### src/rtl/dram_ctrl.sv
// dram_ctrl: turns single-word read/write requests into RAS/CAS/RD/WR strobe sequences for a DRAM primitive.
// Define DRAM_CTRL_REFRESH_EN to compile in periodic CAS-before-RAS refresh.
module dram_ctrl #(
  parameter int DW         = 8,
  parameter int RW         = 8,
  parameter int CW         = 8,
  parameter int REF_PERIOD = 512
) (
  input  logic             i_MCLK,
  input  logic             i_RST,
  input  logic             i_REQ,
  input  logic             i_WE,
  input  logic [RW+CW-1:0] i_ADDR,
  input  logic [DW-1:0]    i_WDATA,
  output logic             o_READY,
  output logic [DW-1:0]    o_RDATA,
  output logic             o_RVALID,
  output logic [RW-1:0]    o_DRAM_ADDR,
  output logic [DW-1:0]    o_DRAM_DIN,
  input  logic [DW-1:0]    i_DRAM_DOUT,
  output logic             o_RAS_n,
  output logic             o_CAS_n,
  output logic             o_WR_n,
  output logic             o_RD_n,
  output logic [2:0]       o_DBG_STATE
);

`ifdef DRAM_CTRL_REFRESH_EN
  typedef enum logic [2:0] {
    S_IDLE, S_RAS, S_CAS, S_ACC, S_PRE, S_REF_CAS, S_REF_RAS, S_REF_PRE
  } state_t;
  localparam int RCW = (REF_PERIOD > 1) ? $clog2(REF_PERIOD) : 1;
  logic [RCW-1:0] ref_cnt_q, ref_cnt_d;
  logic           ref_pend_q, ref_pend_d;
`else
  typedef enum logic [2:0] {S_IDLE, S_RAS, S_CAS, S_ACC, S_PRE} state_t;
  logic unused_ref_period;
  assign unused_ref_period = (REF_PERIOD > 0);
`endif

  state_t        state_q, state_d;
  logic          we_q, we_d;
  logic [CW-1:0] col_q, col_d;
  logic [RW-1:0] addr_q, addr_d, col_ext;
  logic [DW-1:0] din_q, din_d, rdata_q, rdata_d;
  logic          rvalid_q, rvalid_d, ready_q, ready_d;
  logic          ras_n_q, ras_n_d, cas_n_q, cas_n_d;
  logic          wr_n_q, wr_n_d, rd_n_q, rd_n_d;
  logic          accept;

  // Request handshake: a request transfers on a rising edge where i_REQ=1 and
  // o_READY=1; i_WE/i_ADDR/i_WDATA are sampled on that edge only, and i_REQ in
  // any other cycle is ignored (nothing is queued).
  assign accept = (state_q == S_IDLE) && ready_q && i_REQ;

  always_comb begin
    state_d  = state_q;
    we_d     = we_q;
    col_d    = col_q;
    din_d    = din_q;
    rdata_d  = rdata_q;
    rvalid_d = 1'b0;
`ifdef DRAM_CTRL_REFRESH_EN
    ref_pend_d = ref_pend_q;
    ref_cnt_d  = (ref_cnt_q == RCW'(REF_PERIOD - 1)) ? '0 : ref_cnt_q + 1'b1;
`endif
    case (state_q)
      S_IDLE: begin
`ifdef DRAM_CTRL_REFRESH_EN
        if (ref_pend_q) begin
          state_d    = S_REF_CAS;
          ref_pend_d = 1'b0;
        end else
`endif
        if (accept) begin
          state_d = S_RAS;
          we_d    = i_WE;
          col_d   = i_ADDR[RW+CW-1:RW];
          din_d   = i_WDATA;
        end
      end
      S_RAS: state_d = S_CAS;
      S_CAS: state_d = S_ACC;
      S_ACC: state_d = S_PRE;
      S_PRE: begin
        state_d = S_IDLE;
        if (!we_q) begin
          rdata_d  = i_DRAM_DOUT;
          rvalid_d = 1'b1;
        end
      end
`ifdef DRAM_CTRL_REFRESH_EN
      S_REF_CAS: state_d = S_REF_RAS;
      S_REF_RAS: state_d = S_REF_PRE;
      S_REF_PRE: state_d = S_IDLE;
`endif
      default: state_d = S_IDLE;
    endcase
`ifdef DRAM_CTRL_REFRESH_EN
    // A wrap always wins, so a period boundary is never lost even mid-transaction.
    if (ref_cnt_q == RCW'(REF_PERIOD - 1)) ref_pend_d = 1'b1;
    ready_d = (state_d == S_IDLE) && !ref_pend_d;
`else
    ready_d = (state_d == S_IDLE);
`endif

    // Strobes and address are decoded from the next state so they are registered.
    col_ext          = '0;
    col_ext[CW-1:0]  = col_d;
    addr_d           = addr_q;
    if (state_d == S_RAS) addr_d = i_ADDR[RW-1:0];
    else if (state_d == S_CAS || state_d == S_ACC) addr_d = col_ext;
`ifdef DRAM_CTRL_REFRESH_EN
    ras_n_d = !(state_d inside {S_RAS, S_CAS, S_ACC, S_REF_RAS});
    cas_n_d = !(state_d inside {S_CAS, S_ACC, S_REF_CAS, S_REF_RAS});
`else
    ras_n_d = !(state_d inside {S_RAS, S_CAS, S_ACC});
    cas_n_d = !(state_d inside {S_CAS, S_ACC});
`endif
    wr_n_d = !((state_d inside {S_CAS, S_ACC}) && we_d);
    rd_n_d = !((state_d inside {S_CAS, S_ACC}) && !we_d);
  end

  always_ff @(posedge i_MCLK or posedge i_RST) begin
    if (i_RST) begin
      state_q  <= S_IDLE;
      we_q     <= 1'b0;
      col_q    <= '0;
      addr_q   <= '0;
      din_q    <= '0;
      rdata_q  <= '0;
      rvalid_q <= 1'b0;
      ready_q  <= 1'b1;
      ras_n_q  <= 1'b1;
      cas_n_q  <= 1'b1;
      wr_n_q   <= 1'b1;
      rd_n_q   <= 1'b1;
`ifdef DRAM_CTRL_REFRESH_EN
      ref_cnt_q  <= '0;
      ref_pend_q <= 1'b0;
`endif
    end else begin
      state_q  <= state_d;
      we_q     <= we_d;
      col_q    <= col_d;
      addr_q   <= addr_d;
      din_q    <= din_d;
      rdata_q  <= rdata_d;
      rvalid_q <= rvalid_d;
      ready_q  <= ready_d;
      ras_n_q  <= ras_n_d;
      cas_n_q  <= cas_n_d;
      wr_n_q   <= wr_n_d;
      rd_n_q   <= rd_n_d;
`ifdef DRAM_CTRL_REFRESH_EN
      ref_cnt_q  <= ref_cnt_d;
      ref_pend_q <= ref_pend_d;
`endif
    end
  end

  assign o_READY     = ready_q;
  assign o_RDATA     = rdata_q;
  assign o_RVALID    = rvalid_q;
  assign o_DRAM_ADDR = addr_q;
  assign o_DRAM_DIN  = din_q;
  assign o_RAS_n     = ras_n_q;
  assign o_CAS_n     = cas_n_q;
  assign o_WR_n      = wr_n_q;
  assign o_RD_n      = rd_n_q;
  assign o_DBG_STATE = state_q;

endmodule

### config.mk
export PLATFORM = sky130hd
export DESIGN_NAME = dram_ctrl
export DESIGN_NICKNAME = d
export VERILOG_FILES = /design/src/rtl/dram_ctrl.sv
export SDC_FILE = /design/constraint.sdc
export NUM_CORES = 1
export LEC_CHECK = 0
export CORE_MARGIN = 2
export CORE_UTILIZATION = 42
export DETAILED_ROUTE_END_ITERATION = 16
export HOLD_SLACK_MARGIN = 0.05
export PLACE_DENSITY = 0.78
export SYNTH_ARGS = -nofsm -noshare
export SYNTH_HDL_FRONTEND = slang
export SYNTH_SLANG_ARGS = --single-unit
### constraint.sdc
create_clock -name i_MCLK -period 1.8 [get_ports i_MCLK]
set_input_delay 0.36 -clock i_MCLK [delete_from_list [all_inputs] [get_ports i_MCLK]]
set_output_delay 0.36 -clock i_MCLK [all_outputs]
set_load 0.01 [all_outputs]
==> flow_summary.json, run 1 <==
{
  "cp_num_buf_inv": 1,
  "num_antenna_cells": 0,
  "mostFrequentLayoutCell": "clkdlybuf4s50_1",
  "synth_area_sq_um": 1707,
  "route.antenna.remaining_nets": 0,
  "start_util": 0.4329,
  "crit_chain": "clkdlybuf4s50_1",
  "synth_adder_area_share": 0,
  "crit_path_top_delay_cell": "clkdlybuf4s50_1",
  "combinationalPowerShare": 0.455,
  "cts_tree": "built",
  "required_ns": 1.44,
  "cts_hold_buffers": 0,
  "cts_buffer_depth": 2,
  "power_density_nw_per_um2": 1742,
  "synth.area.mux_share": 0.1254,
  "crit_type": "reg2out",
  "max_stage_delay_ns": 0.58,
  "maxCapViolations": 0,
  "status": "complete, no violations",
  "post-route-util": 0.6569,
  "synthesis.nets": 164,
  "hold_violations": 0,
  "synth_area_leaders": "dfrtp_1, mux2_2, dfstp_2",
  "clock_latency_ns": 0.29,
  "synth_seq_area_share": 0.6195,
  "r2r_setup_slack_ns": 0.27,
  "hold_ws_ns": 0.4183,
  "routabilityCongestion": 0.7882,
  "postSynthCellCount": 128,
  "fin_crit_ns": 1.705,
  "power_mw": 4.512,
  "antenna_found_initial": 0,
  "rsz0062_at_grt": "false",
  "drt_iter0_drc": 73,
  "dp_cells": 246,
  "p_leak_nw": 1.079,
  "grt_pass1_wl_mm": 6.292,
  "pwr-share-seq": 0.388,
  "core-area_sq_um": 3943,
  "drc": 0,
  "max-slew-margin-rel": 0.7681,
  "power.switching_mw": 1.442,
  "internal_power_mw": 3.070,
  "synthSimpleGateAreaFrac": 0.09238,
  "tightest_slew_ns": 0.3476,
  "synth_top_area_frac": 0.5425,
  "wl_per_cell_microns": 15.40,
  "grt_max_degree": 43,
  "setup_viol": 0,
  "dp_hpwl_mm": 2.914,
  "die_area_sq_um": 4589,
  "fin_nets": 239,
  "ios": 69,
  "grt_pass1_vias": 1321,
  "synth-xor-area-share": 0.005132,
  "start_kind": "flop",
  "cp_top_family": "buffers and inverters",
  "synth_top_family_by_area": "multiplexers",
  "viasPerCell": 5.039,
  "rows": 23,
  "htree_levels": 2,
  "yosysTopAreaCell": "dfrtp_1",
  "fin_crit_sh": 0.9471,
  "portBuffers": 68,
  "fp.dieW_microns": 67.75,
  "die_y_microns": 67.75,
  "drive_above_1_share": 0.2157,
  "area_delta_synth_final_pct": 51.76,
  "synth-compound-area-share": 0.1070,
  "ctsRootBufferMaster": "clkbuf_8",
  "report.final.slew_viol_count": 0,
  "track_usage": 0.1938,
  "layout_common_cells": "clkdlybuf4s50_1, dfrtp_1, mux2_2, o21ai_0, inv_1",
  "hp-class": "in2async",
  "syn_area_per_cell_sq_um": 13.33,
  "tns_ns": 0,
  "crit_arrival_ns": 1.34,
  "switching_share": 0.3197,
  "fill_cells": 296,
  "clkPwrFrac": 0.158,
  "worstSetupEndpointType": "primary output",
  "peakVddDrop_v": 0.0008390,
  "final_cell_count_no_fill": 254,
  "clk_pin_slew_ns": 0.07,
  "synth_seq_cells": 42,
  "overflow": 0,
  "finalClockSkew_ns": 0.003124,
  "dr.pass1.iters": 5,
  "cts_buffers": 5,
  "cts_sinks": 42,
  "yosys_warnings": 0,
  "vias": 1280,
  "routed_wl_mm": 3.911,
  "synth_cell_types": 25,
  "critPathMaxFanout": 9,
  "fmax_mhz": 586.6
}
[cell families (layout without fill, tap and decap cells)]
logic type | Yosys count | after routing
flops | 42 | 42
compound gates | 31 | 31
mux | 19 | 19
simple gates | 18 | 18
buf+inv | 17 | 93
xor+xnor | 1 | 1
[synth_stat cells]
| cell | n |
|---|---|
| a211o_2 | 1 |
| a21boi_0 | 2 |
| a21oi_1 | 7 |
| a221o_1 | 2 |
| a31oi_1 | 6 |
| and2_0 | 1 |
| and4bb_2 | 1 |
| buf_2 | 3 |
| buf_4 | 1 |
| buf_6 | 2 |
| clkbuf_1 | 1 |
| dfrtp_1 | 37 |
| dfstp_2 | 5 |
| inv_1 | 10 |
| mux2_2 | 19 |
| nand2_1 | 1 |
| nand2b_1 | 3 |
| nand3b_1 | 6 |
| nand4bb_4 | 1 |
| nor2_1 | 2 |
| nor2_2 | 1 |
| nor4b_4 | 1 |
| o21ai_0 | 13 |
| or3_1 | 1 |
| xnor2_1 | 1 |
[layer usage]
metal  part of all wire  global-route usage  vias up
li1                   -                   -      598
met1               0.38              0.2165      615
met2               0.51              0.3235       60
met3              0.084             0.08667        7
met4              0.017             0.07398        0
met5                  0                   0        -
[metrics by stage]
stage | area (sq um) | setup slack (ns)
5_1_grt | 2590 | 0.04380
3_5_place_dp | 2479 | -0.02891
6_report | 2590 | 0.09523
3_3_place_gp | 2479 | 0.03010
2_1_floorplan | 1707 | 0.2023
4_1_cts | 2587 | 0.01277
[sequential cells by signal, summed over array words and instances, names as in the netlist]
signal	flops
o_READY	1
o_RAS_n	1
o_DRAM_DIN	8
o_RD_n	1
we_q	1
o_WR_n	1
o_DRAM_ADDR	8
col_q	8
o_RVALID	1
o_CAS_n	1
o_DBG_STATE	3
o_RDATA	8
[worst reg2reg max path, stage by stage (launching register included)]
cell       delay, ns
dfrtp_2         0.48
nand4bb_4       0.26
buf_4           0.17
o21ai_0         0.29
o21ai_0         0.19
[worst paths after layout]
kind | end | depth (start not counted) | start
worst max-delay path | o_DBG_STATE[0] | 1 | o_DBG_STATE[0]
worst min-delay path | o_DRAM_DIN[0] | 3 | i_RST
worst max register to register | col_q[2] | 4 | o_DBG_STATE[1]
worst min register to register | o_WR_n | 1 | we_q
max in group asynchronous | o_RD_n | 3 | i_RST
min in group i_MCLK | o_WR_n | 1 | we_q
[power groups by stage]
stage | Combinational [mW] | Clock (mW) | Sequential (mW)
after CTS | 2.08 | 0.723 | 1.75
after global placement | 1.99 | 0 | 1.72
final | 2.05 | 0.712 | 1.75
after global routing | 2.22 | 0.781 | 1.81
after floorplan | 0.933 | 0 | 1.84
after detailed placement | 2.06 | 0 | 1.75
[area by class of cell]
| type | count | area (sq um) | share of cell area |
|---|---|---|---|
| clock buffer | 7 | 76.32 | 0.02947 |
| multi-input combinational | 69 | 563.0 | 0.2174 |
| clock inverter | 1 | 30.03 | 0.01159 |
| sequential | 42 | 1060 | 0.4092 |
| inverter | 10 | 37.54 | 0.01449 |
| timing repair buffer | 75 | 760.7 | 0.2937 |
| tap | 50 | 62.56 | 0.02415 |
[repair_timing]
action	4_1_cts	5_1_grt
endpoints found under the setup margin	2	1
pin swaps	0	0
buffers inserted	0	0
gates resized for setup	2	1
Note: power is estimated with default switching activity, not from simulation.
==> inputs of run 2 (changes only) <==
--- a/config.mk
+++ b/config.mk
@@ -10,6 +10,7 @@
 export DETAILED_ROUTE_END_ITERATION = 16
 export HOLD_SLACK_MARGIN = 0.05
 export PLACE_DENSITY = 0.78
+export SKIP_CTS_REPAIR_TIMING = 1
 export SYNTH_ARGS = -nofsm -noshare
 export SYNTH_HDL_FRONTEND = slang
 export SYNTH_SLANG_ARGS = --single-unit
==> results of run 2 <==
No change in the layout: final DEF, timing and power equal those of run 1.
